$ cat config.mk
export PLATFORM = sky130hd
export DESIGN_NAME = axi_write_slave
export DESIGN_NICKNAME = d
export VERILOG_FILES = /design/src/rtl/axi_write_pkg.sv /design/src/rtl/axi_burst_addr_gen.sv /design/src/rtl/axi_write_slave.sv
export SDC_FILE = /design/constraint.sdc
export NUM_CORES = 1
export LEC_CHECK = 0
export CORE_MARGIN = 5
export CORE_UTILIZATION = 48
export CTS_CLUSTER_SIZE = 10
export DETAILED_ROUTE_END_ITERATION = 12
export PLACE_DENSITY = 0.78
export SLEW_MARGIN = 10
export SYNTH_ARGS = -nofsm -noshare
export SYNTH_HDL_FRONTEND = slang
export SYNTH_SLANG_ARGS = --single-unit
$ cat constraint.sdc
create_clock -name ACLK -period 4.4 [get_ports ACLK]
set_input_delay 0.88 -clock ACLK [delete_from_list [all_inputs] [get_ports ACLK]]
set_output_delay 0.88 -clock ACLK [all_outputs]
set_load 0.02 [all_outputs]
$ cat src/rtl/axi_write_pkg.sv
// Shared AXI3 write-side types: burst/response codes, FSM states, captured AW payload.
// Pure declarations; no latency or backpressure of its own.
package axi_write_pkg;

  localparam int ID_W  = 4;
  localparam int LEN_W = 4;

  typedef enum logic [1:0] {
    BURST_FIXED = 2'b00,
    BURST_INCR  = 2'b01,
    BURST_WRAP  = 2'b10,
    BURST_RSVD  = 2'b11
  } burst_e;

  typedef enum logic [1:0] {
    RESP_OKAY   = 2'b00,
    RESP_EXOKAY = 2'b01,
    RESP_SLVERR = 2'b10,
    RESP_DECERR = 2'b11
  } resp_e;

  typedef enum logic [1:0] {
    ST_IDLE = 2'd0,
    ST_DATA = 2'd1,
    ST_RESP = 2'd2
  } state_e;

  typedef struct packed {
    logic [ID_W-1:0]  id;
    logic [31:0]      addr;
    logic [LEN_W-1:0] len;
    logic [2:0]       size;
    logic [1:0]       burst;
  } aw_t;

  function automatic logic wrap_len_ok(input logic [LEN_W-1:0] len);
    return len inside {4'd1, 4'd3, 4'd7, 4'd15};
  endfunction

endpackage

$ cat src/rtl/axi_burst_addr_gen.sv
// Combinational next-beat byte address for FIXED/INCR/WRAP bursts.
// Zero latency, no flow control; reserved burst type holds the address.
module axi_burst_addr_gen
  import axi_write_pkg::*;
(
  input  logic [31:0]      addr_i,
  input  logic [2:0]       size_i,
  input  logic [LEN_W-1:0] len_i,
  input  logic [1:0]       burst_i,
  output logic [31:0]      next_addr_o
);

  logic [31:0] size_bytes;
  logic [31:0] wrap_mask;

  assign size_bytes = 32'd1 << size_i;
  // Wrap window is (len+1)*size bytes; only power-of-two lengths reach here legally.
  assign wrap_mask  = (({28'd0, len_i} + 32'd1) * size_bytes) - 32'd1;

  always_comb begin
    next_addr_o = addr_i;
    case (burst_i)
      BURST_INCR: next_addr_o = (addr_i & ~(size_bytes - 32'd1)) + size_bytes;
      BURST_WRAP: next_addr_o = (addr_i & ~wrap_mask) | ((addr_i + size_bytes) & wrap_mask);
      default:    next_addr_o = addr_i;
    endcase
  end

endmodule

$ cat src/rtl/axi_write_slave.sv
// AXI3 write slave: one AW at a time, per-beat memory write pulse, one B per burst.
// mem_we one cycle after each accepted beat; B held until BREADY, AW/W stalled meanwhile.
module axi_write_slave
  import axi_write_pkg::*;
#(
  parameter int          buswidth  = 32,
  parameter logic [31:0] BASE_ADDR = 32'h0000_0000,
  parameter int          ADDR_SPAN = 4096
) (
  input  logic                  ACLK,
  input  logic                  ARESETn,
  input  logic [ID_W-1:0]       AWID,
  input  logic [31:0]           AWADDR,
  input  logic [LEN_W-1:0]      AWLEN,
  input  logic [2:0]            AWSIZE,
  input  logic [1:0]            AWBURST,
  input  logic [1:0]            AWLOCK,
  input  logic [3:0]            AWCACHE,
  input  logic [2:0]            AWPROT,
  input  logic                  AWVALID,
  output logic                  AWREADY,
  input  logic [ID_W-1:0]       WID,
  input  logic [buswidth-1:0]   WDATA,
  input  logic [buswidth/8-1:0] WSTRB,
  input  logic                  WLAST,
  input  logic                  WVALID,
  output logic                  WREADY,
  output logic [ID_W-1:0]       BID,
  output logic [1:0]            BRESP,
  output logic                  BVALID,
  input  logic                  BREADY,
  output logic                  mem_we,
  output logic [31:0]           mem_addr,
  output logic [buswidth-1:0]   mem_wdata,
  output logic [buswidth/8-1:0] mem_wstrb
);

  localparam int          STRB_W     = buswidth / 8;
  localparam int          OFF_W      = $clog2(STRB_W);
  localparam logic [31:0] ALIGN_MASK = ~(32'(STRB_W) - 32'd1);

  state_e              state_q;
  aw_t                 aw_q;
  logic [LEN_W-1:0]    cnt_q;
  logic                err_q;
  logic                dec_err_q;
  logic                awready_q;
  logic                wready_q;
  logic                bvalid_q;
  logic [ID_W-1:0]     bid_q;
  logic [1:0]          bresp_q;
  logic                mem_we_q;
  logic [31:0]         mem_addr_q;
  logic [buswidth-1:0] mem_wdata_q;
  logic [STRB_W-1:0]   mem_wstrb_q;

  logic [31:0] addr_d;
  logic        aw_dec_err;
  logic        in_range;
  logic        beat_ok;
  logic        last_beat;
  logic        wlast_bad;
  logic        unused_aw_attr;

  assign unused_aw_attr = ^{AWLOCK, AWCACHE, AWPROT};

  axi_burst_addr_gen u_addr_gen (
    .addr_i      (aw_q.addr),
    .size_i      (aw_q.size),
    .len_i       (aw_q.len),
    .burst_i     (aw_q.burst),
    .next_addr_o (addr_d)
  );

  assign aw_dec_err = (AWBURST == BURST_RSVD) ||
                      (AWSIZE > 3'(OFF_W)) ||
                      ((AWBURST == BURST_WRAP) && !wrap_len_ok(AWLEN));

  // 33-bit compare so a window ending at 2^32 does not wrap to zero.
  assign in_range  = ({1'b0, aw_q.addr} >= {1'b0, BASE_ADDR}) &&
                     ({1'b0, aw_q.addr} <  ({1'b0, BASE_ADDR} + 33'(ADDR_SPAN)));
  assign beat_ok   = !dec_err_q && (WID == aw_q.id) && in_range;
  assign last_beat = (cnt_q == aw_q.len);
  assign wlast_bad = (WLAST != last_beat);

  always_ff @(posedge ACLK or negedge ARESETn) begin
    if (!ARESETn) begin
      state_q     <= ST_IDLE;
      aw_q        <= '0;
      cnt_q       <= '0;
      err_q       <= 1'b0;
      dec_err_q   <= 1'b0;
      awready_q   <= 1'b0;
      wready_q    <= 1'b0;
      bvalid_q    <= 1'b0;
      bid_q       <= '0;
      bresp_q     <= '0;
      mem_we_q    <= 1'b0;
      mem_addr_q  <= '0;
      mem_wdata_q <= '0;
      mem_wstrb_q <= '0;
    end else begin
      mem_we_q <= 1'b0;
      case (state_q)
        ST_IDLE: begin
          awready_q <= 1'b1;
          if (AWVALID && awready_q) begin
            aw_q      <= '{id: AWID, addr: AWADDR, len: AWLEN, size: AWSIZE, burst: AWBURST};
            cnt_q     <= '0;
            err_q     <= aw_dec_err;
            dec_err_q <= aw_dec_err;
            awready_q <= 1'b0;
            wready_q  <= 1'b1;
            state_q   <= ST_DATA;
          end
        end
        ST_DATA: begin
          if (WVALID && wready_q) begin
            if (beat_ok) begin
              mem_we_q    <= 1'b1;
              mem_addr_q  <= aw_q.addr & ALIGN_MASK;
              mem_wdata_q <= WDATA;
              mem_wstrb_q <= WSTRB;
            end
            aw_q.addr <= addr_d;
            cnt_q     <= cnt_q + 4'd1;
            err_q     <= err_q || !beat_ok || wlast_bad;
            // Beat count, not WLAST, closes the burst.
            if (last_beat) begin
              wready_q <= 1'b0;
              bvalid_q <= 1'b1;
              bid_q    <= aw_q.id;
              bresp_q  <= (err_q || !beat_ok || wlast_bad) ? RESP_SLVERR : RESP_OKAY;
              state_q  <= ST_RESP;
            end
          end
        end
        ST_RESP: begin
          if (BREADY) begin
            bvalid_q  <= 1'b0;
            awready_q <= 1'b1;
            state_q   <= ST_IDLE;
          end
        end
        default: state_q <= ST_IDLE;
      endcase
    end
  end

  assign AWREADY   = awready_q;
  assign WREADY    = wready_q;
  assign BVALID    = bvalid_q;
  assign BID       = bid_q;
  assign BRESP     = bresp_q;
  assign mem_we    = mem_we_q;
  assign mem_addr  = mem_addr_q;
  assign mem_wdata = mem_wdata_q;
  assign mem_wstrb = mem_wstrb_q;

endmodule
; Yosys cells after proc, flatten, opt, wreduce, memory -nomap -nowiden
; Cells that the tools add are included.
[word_totals]
output_inout_bits = 78
input_bits = 100
rom_bits = 0
memories = 0
regBits = 129
elab_cells = 108
mem_bits_rw = 0
latch_bits = 0
[op_classes]
n_mul = 1
magnitude_cmp = 2
shift = 1
bitwise = 6
n_eq_ne = 18
add_sub_neg = 6
n_reduce_logical = 26
mux = 30
div = 0
[ops]
columns = op, n
row1 = $pmux 32 s2, 2
row2 = $and 32x32->32, 3
row3 = $add 32x32->32, 2
row4 = $not 32->32, 2
row5 = $sub 32x1->32 const B, 2
row6 = $mux 41, 1
row7 = $lt 32x13->1 const B, 1
row8 = $mul 32x32->32, 1
row9 = $mux 32, 1
row10 = $or 32x32->32, 1
row11 = $shl 1x3->32 const A, 1
row12 = $reduce_and 4->1, 4
row13 = $mux 1, 13
row14 = $mux 2, 5
row15 = $reduce_and 3->1, 3
row16 = $eq 2x2->1 const B, 4
row17 = $eq 4x4->1, 2
row18 = $mux 4, 2
row19 = $ne 2x2->1 const B, 4
row20 = $pmux 1 s2, 4
row21 = $pmux 4 s2, 1
row22 = $pmux 2 s3, 1
row23 = $reduce_bool 2->1, 3
row24 = $add 4x1->5 const B, 1
row25 = other kinds (15), 26

; Depth between registers and ports, before layout
[logic_depth]
ltp_word = 9
depth_mapped = 23

; Hierarchy
; A second synthesis with hierarchy kept.
[unflattened]
hier_cells = 1053
hier_area_um2 = 9591.7
[modules_own_cells]
columns = mod, instances, cells_per_inst, area_per_inst_um2, seq_area_each_um2
row1 = axi_write_slave, 1, 402, 5121.2, 3203.1
row2 = axi_burst_addr_gen, 1, 651, 4470.5, 0.0

; Worst setup path before layout
; Ideal clock, no wire load.
[synth_timing]
path_kind = flip-flop to flip-flop
from = register aw_q[2] in the netlist's numbering
to = register (tool-made name)
t_arrival_ns = 4.772
setup_slack_ns = -0.500
n_path_buf = 3
t_required_ns = 4.273
setup_ns = 0.127
path_stages_with_launch = 22
synth_period_minus_slack_ns = 4.900
cell_sequence = dfrtp_1 -> buf_4 -> buf_4 -> clkbuf_1 -> nor3_1 -> nand2b_1 -> fa_1 -> inv_1 -> fa_1 -> inv_1 -> ha_1 -> fa_1 -> a21o_1 -> a221oi_2 -> a311o_1 -> and2_1 -> ha_1 -> inv_1 -> a31oi_1 -> o22a_1 -> a21oi_1 -> o22ai_1
[synth_rtl]
columns = item, line_no
row1 = start: declaration, axi_write_slave.sv:43  ; aw_t aw_q;
row2 = start signal: assignment, axi_write_slave.sv:108  ; aw_q <= '{id: AWID, addr: AWADDR, len: AWLEN, size: AWSIZE, burst: AWBURST};

==> metrics.md <==
| Metric | Value |
|---|---|
| Initial DRC count | 730 |
| Core Region | 0.01871 mm^2 |
| Vias in the first global route | 8415 |
| Crit path launch | aw_q[5] |
| Fin area | 0.01259 mm^2 |
| Most common cell after layout, fill and taps aside | clkdlybuf4s50_1 |
| Die height | 147.8 um |
| Worst setup margin | -323.8 ps |
| CTS tree | built |
| Vias per cell | 5.814 |
| Fin Setup TNS | -4040 ps |
| Max_cap viols | 0 |
| Crit path cell chain | ha_4 > xnor2_4 > nor2_4 > fa_1 > fa_1 > inv_2 > fa_1 > inv_2 > ha_4 > a21o_1 > a221oi_4 > a311o_1 > and2_4 > ha_4 > inv_2 > a31oi_1 > o22a_1 > a21oi_2 > o22ai_1 |
| Final Hold Fails | 0 |
| Input/output buffers | 165 |
| Reg power frac | 0.156 |
| Hpwl dp | 20730 um |
| CTS Root Buffer Type | clkbuf_16 |
| Clock slew at reported path FFs | 70 ps |
| Unrepaired setup endpoints after global routing | yes |
| Leakage power | 5.556 nW |
| CP max FO | 7 |
| DR vias | 8483 |
| # hold bufs at CTS | 0 |
| Final #Nets | 1378 |
| Detailed Routing Iterations Pass 1 | 5 |
| Post-Route WL | 28000 um |
| Outcome | finished with violations |
| First-pass GRT wire length | 44590 um |
| Psw | 0.005444 W |
| CTS sink count | 128 |
| Row count | 50 |
| Crit path DAT | 5010 ps |
| Worst-skew pair later-pin latency | 430 ps |
| Post-synth EDFFs | 0 |
| Gpl congestion | 0.9483 |
| Internal | 0.006326 W |
| Failing checks | setup timing |
| Fin. max-slew vios | 0 |
| Drt drc | 0 |
| DIE WIDTH | 147.8 um |
| Seq cells post-synth | 128 |
| YS warnings | 0 |
| FF+latch area | 0.003207 mm^2 |
| Clk pwr share | 0.122 |
| ANT cells | 0 |
| Reg2reg start | aw_q[5] |
| Clk_skew | 11.03 ps |
| Antenna violations before repair | 0 |
| Fmax | 211.7 MHz |
| Biggest cell delay along the critical path | 530 ps |
| Full die area | 0.02185 mm^2 |
| Setup-failing EPs final | 23 |
| Sw Share | 0.4625 |
| Filler instances | 1378 |
| Critical path endpoint category | flop |
| Synth Flop Type | dfrtp_1 |
| Register area share after synthesis | 0.3514 |
| Layout cells sized above 1 | 0.2384 |
| Crit share post-route | 1.074 |
| Largest net degree at the start of global routing | 84 |
| Startpoint types | flop |
| Antenna-violating nets left | 0 |
| Multi-input gate area in the final layout | 0.005806 mm^2 |
| Synthesized area | 0.009116 mm^2 |
| CTS Buf Count | 17 |
| CTS H-tree lvls | 4 |
| Initial core utilization | 0.4874 |
| DR WL/cell | 19.19 um |
| Synth async-reset ratio | 1.000 |
| Maximum vdd ir drop | 797.8 uV |
| Hold Path Class | primary input to asynchronous set/reset pin |
| Slew of the pin with the lowest slew margin | 1141 ps |
| Average cell area after synthesis | 9.199 um^2 |
| Relative slew margins | 0.2363 |
| PD cells | 934.7 mW/mm^2 |
| Post-Syn Instances | 991 |
| WP data required | 4690 ps |
| Grt total ovfl | 0 |
| Comb power frac | 0.722 |
| Total GRT Usage | 0.2538 |
| Most frequent cells in the layout | clkdlybuf4s50_1, dfrtp_1, nand2_1 |
| Longest Clk Path Bufs | 2 |
| Critical path type | flop to flop |
| P&R area growth vs syn | 38.13% |
| DP Area | 0.01159 mm^2 |
| Total I/O pin count | 178 |
| Slowest-stage cell, CP | fa_1 |
| Final min period | 4724 ps |
| Netlist cell types | 87 |
[metrics by stage]
step	setup slack, ps	utilization	hold slack [ps]	cells	total power (W)
finish	-323.8	0.6732	467.2	1459	0.01177
global route	-477.7	0.6732	525.3	1459	0.01260
CTS	-334.5	0.6652	503.2	1456	0.01133
detailed placement	-387.3	0.6197	485.0	1416	0.009015
global placement	-307.4	0.6197	465.7	1416	0.008842
floorplan	-77.48	-	443.4	993	0.006365
[cell usage after synthesis, types with 11 or more instances]
| cell | n | share of area |
|---|---|---|
| dfrtp_1 | 128 | 0.35 |
| nand2_1 | 85 | 0.035 |
| inv_1 | 72 | 0.030 |
| mux2_2 | 66 | 0.082 |
| nor2_1 | 66 | 0.027 |
| a21oi_1 | 62 | 0.034 |
| o21ai_0 | 58 | 0.032 |
| ha_1 | 44 | 0.060 |
| clkbuf_1 | 32 | 0.013 |
| nor2b_1 | 29 | 0.020 |
| nand3_1 | 27 | 0.015 |
| xor2_1 | 25 | 0.024 |
| fa_1 | 22 | 0.048 |
| xnor2_1 | 18 | 0.017 |
| nand4_1 | 16 | 0.011 |
| a31oi_1 | 13 | 0.0089 |
| nor3_1 | 13 | 0.0071 |
| a211oi_1 | 12 | 0.0099 |
| and3_1 | 12 | 0.0082 |
| buf_2 | 12 | 0.0066 |
| a21o_1 | 11 | 0.0091 |
[metal layers]
layer  up-vias  track usage  wire [um]
li1       3967            -          -
met1      4087       0.3347      11540
met2       364       0.4276      13770
met3        65      0.04874       1999
met4         0      0.07344        696
met5         -            0          0
[final cells by class]
cell class                 instances  share of cell area
sequential                       128              0.2547
clock inverter                    15             0.01331
timing repair buffer             259              0.1925
tap                              234             0.02325
inverter                          72             0.02146
clock buffer                      17             0.03378
multi-input combinational        734              0.4610
[critical path, delay by kind of cell, from the launching register on]
| family | cells | cell delay, ps |
|---|---|---|
| xor gates and xnor gates | 1 | 320 |
| buffers and inverters | 3 | 130 |
| and+or+nand+nor | 2 | 260 |
| adders and majority gates | 6 | 2170 |
| AOI/OAI and AO/OA | 7 | 1290 |
| DFF | 1 | 410 |
[worst paths after layout]
kind | end | slack, ps | cells after the start
hold reg to reg | mem_addr[17] | 500 | 1
setup / recovery | flop | -320 | 19
max in group asynchronous | mem_wdata[15] | 3080 | 2
hold / removal | mem_wstrb[1] | 470 | 1
min in group ACLK | mem_addr[17] | 500 | 1
setup reg to reg | flop | -320 | 19
[what timing repair did]
item,4_1_cts,5_1_grt
pin swaps,45,19
gates resized for setup,58,24
setup endpoints to repair,23,24
setup buffers,8,4
[power groups by stage]
stage               clock [W]  sequential [W]  combinational [W]
global route          0.00150         0.00187            0.00923
detailed placement          0         0.00182            0.00720
global placement            0         0.00181            0.00703
floorplan                   0         0.00166            0.00471
finish                0.00143         0.00183            0.00850
CTS                   0.00144         0.00181            0.00807
[cell families (layout without fill, tap and decap cells)]
family / count (synthesis) / in the layout / share of synthesized area
XOR/XNOR: 43 / 43 / 0.04131
other: 1 / 3 / 0.0004114
AO/OA/AOI/OAI: 247 / 247 / 0.1846
AND/OR/NAND/NOR: 308 / 308 / 0.1695
flip-flops: 128 / 128 / 0.3514
buffers and inverters: 131 / 363 / 0.06135
multiplexers: 66 / 66 / 0.08153
adder cells (fa/ha/maj): 67 / 67 / 0.1099
Power figures use the tool's default switching activity.
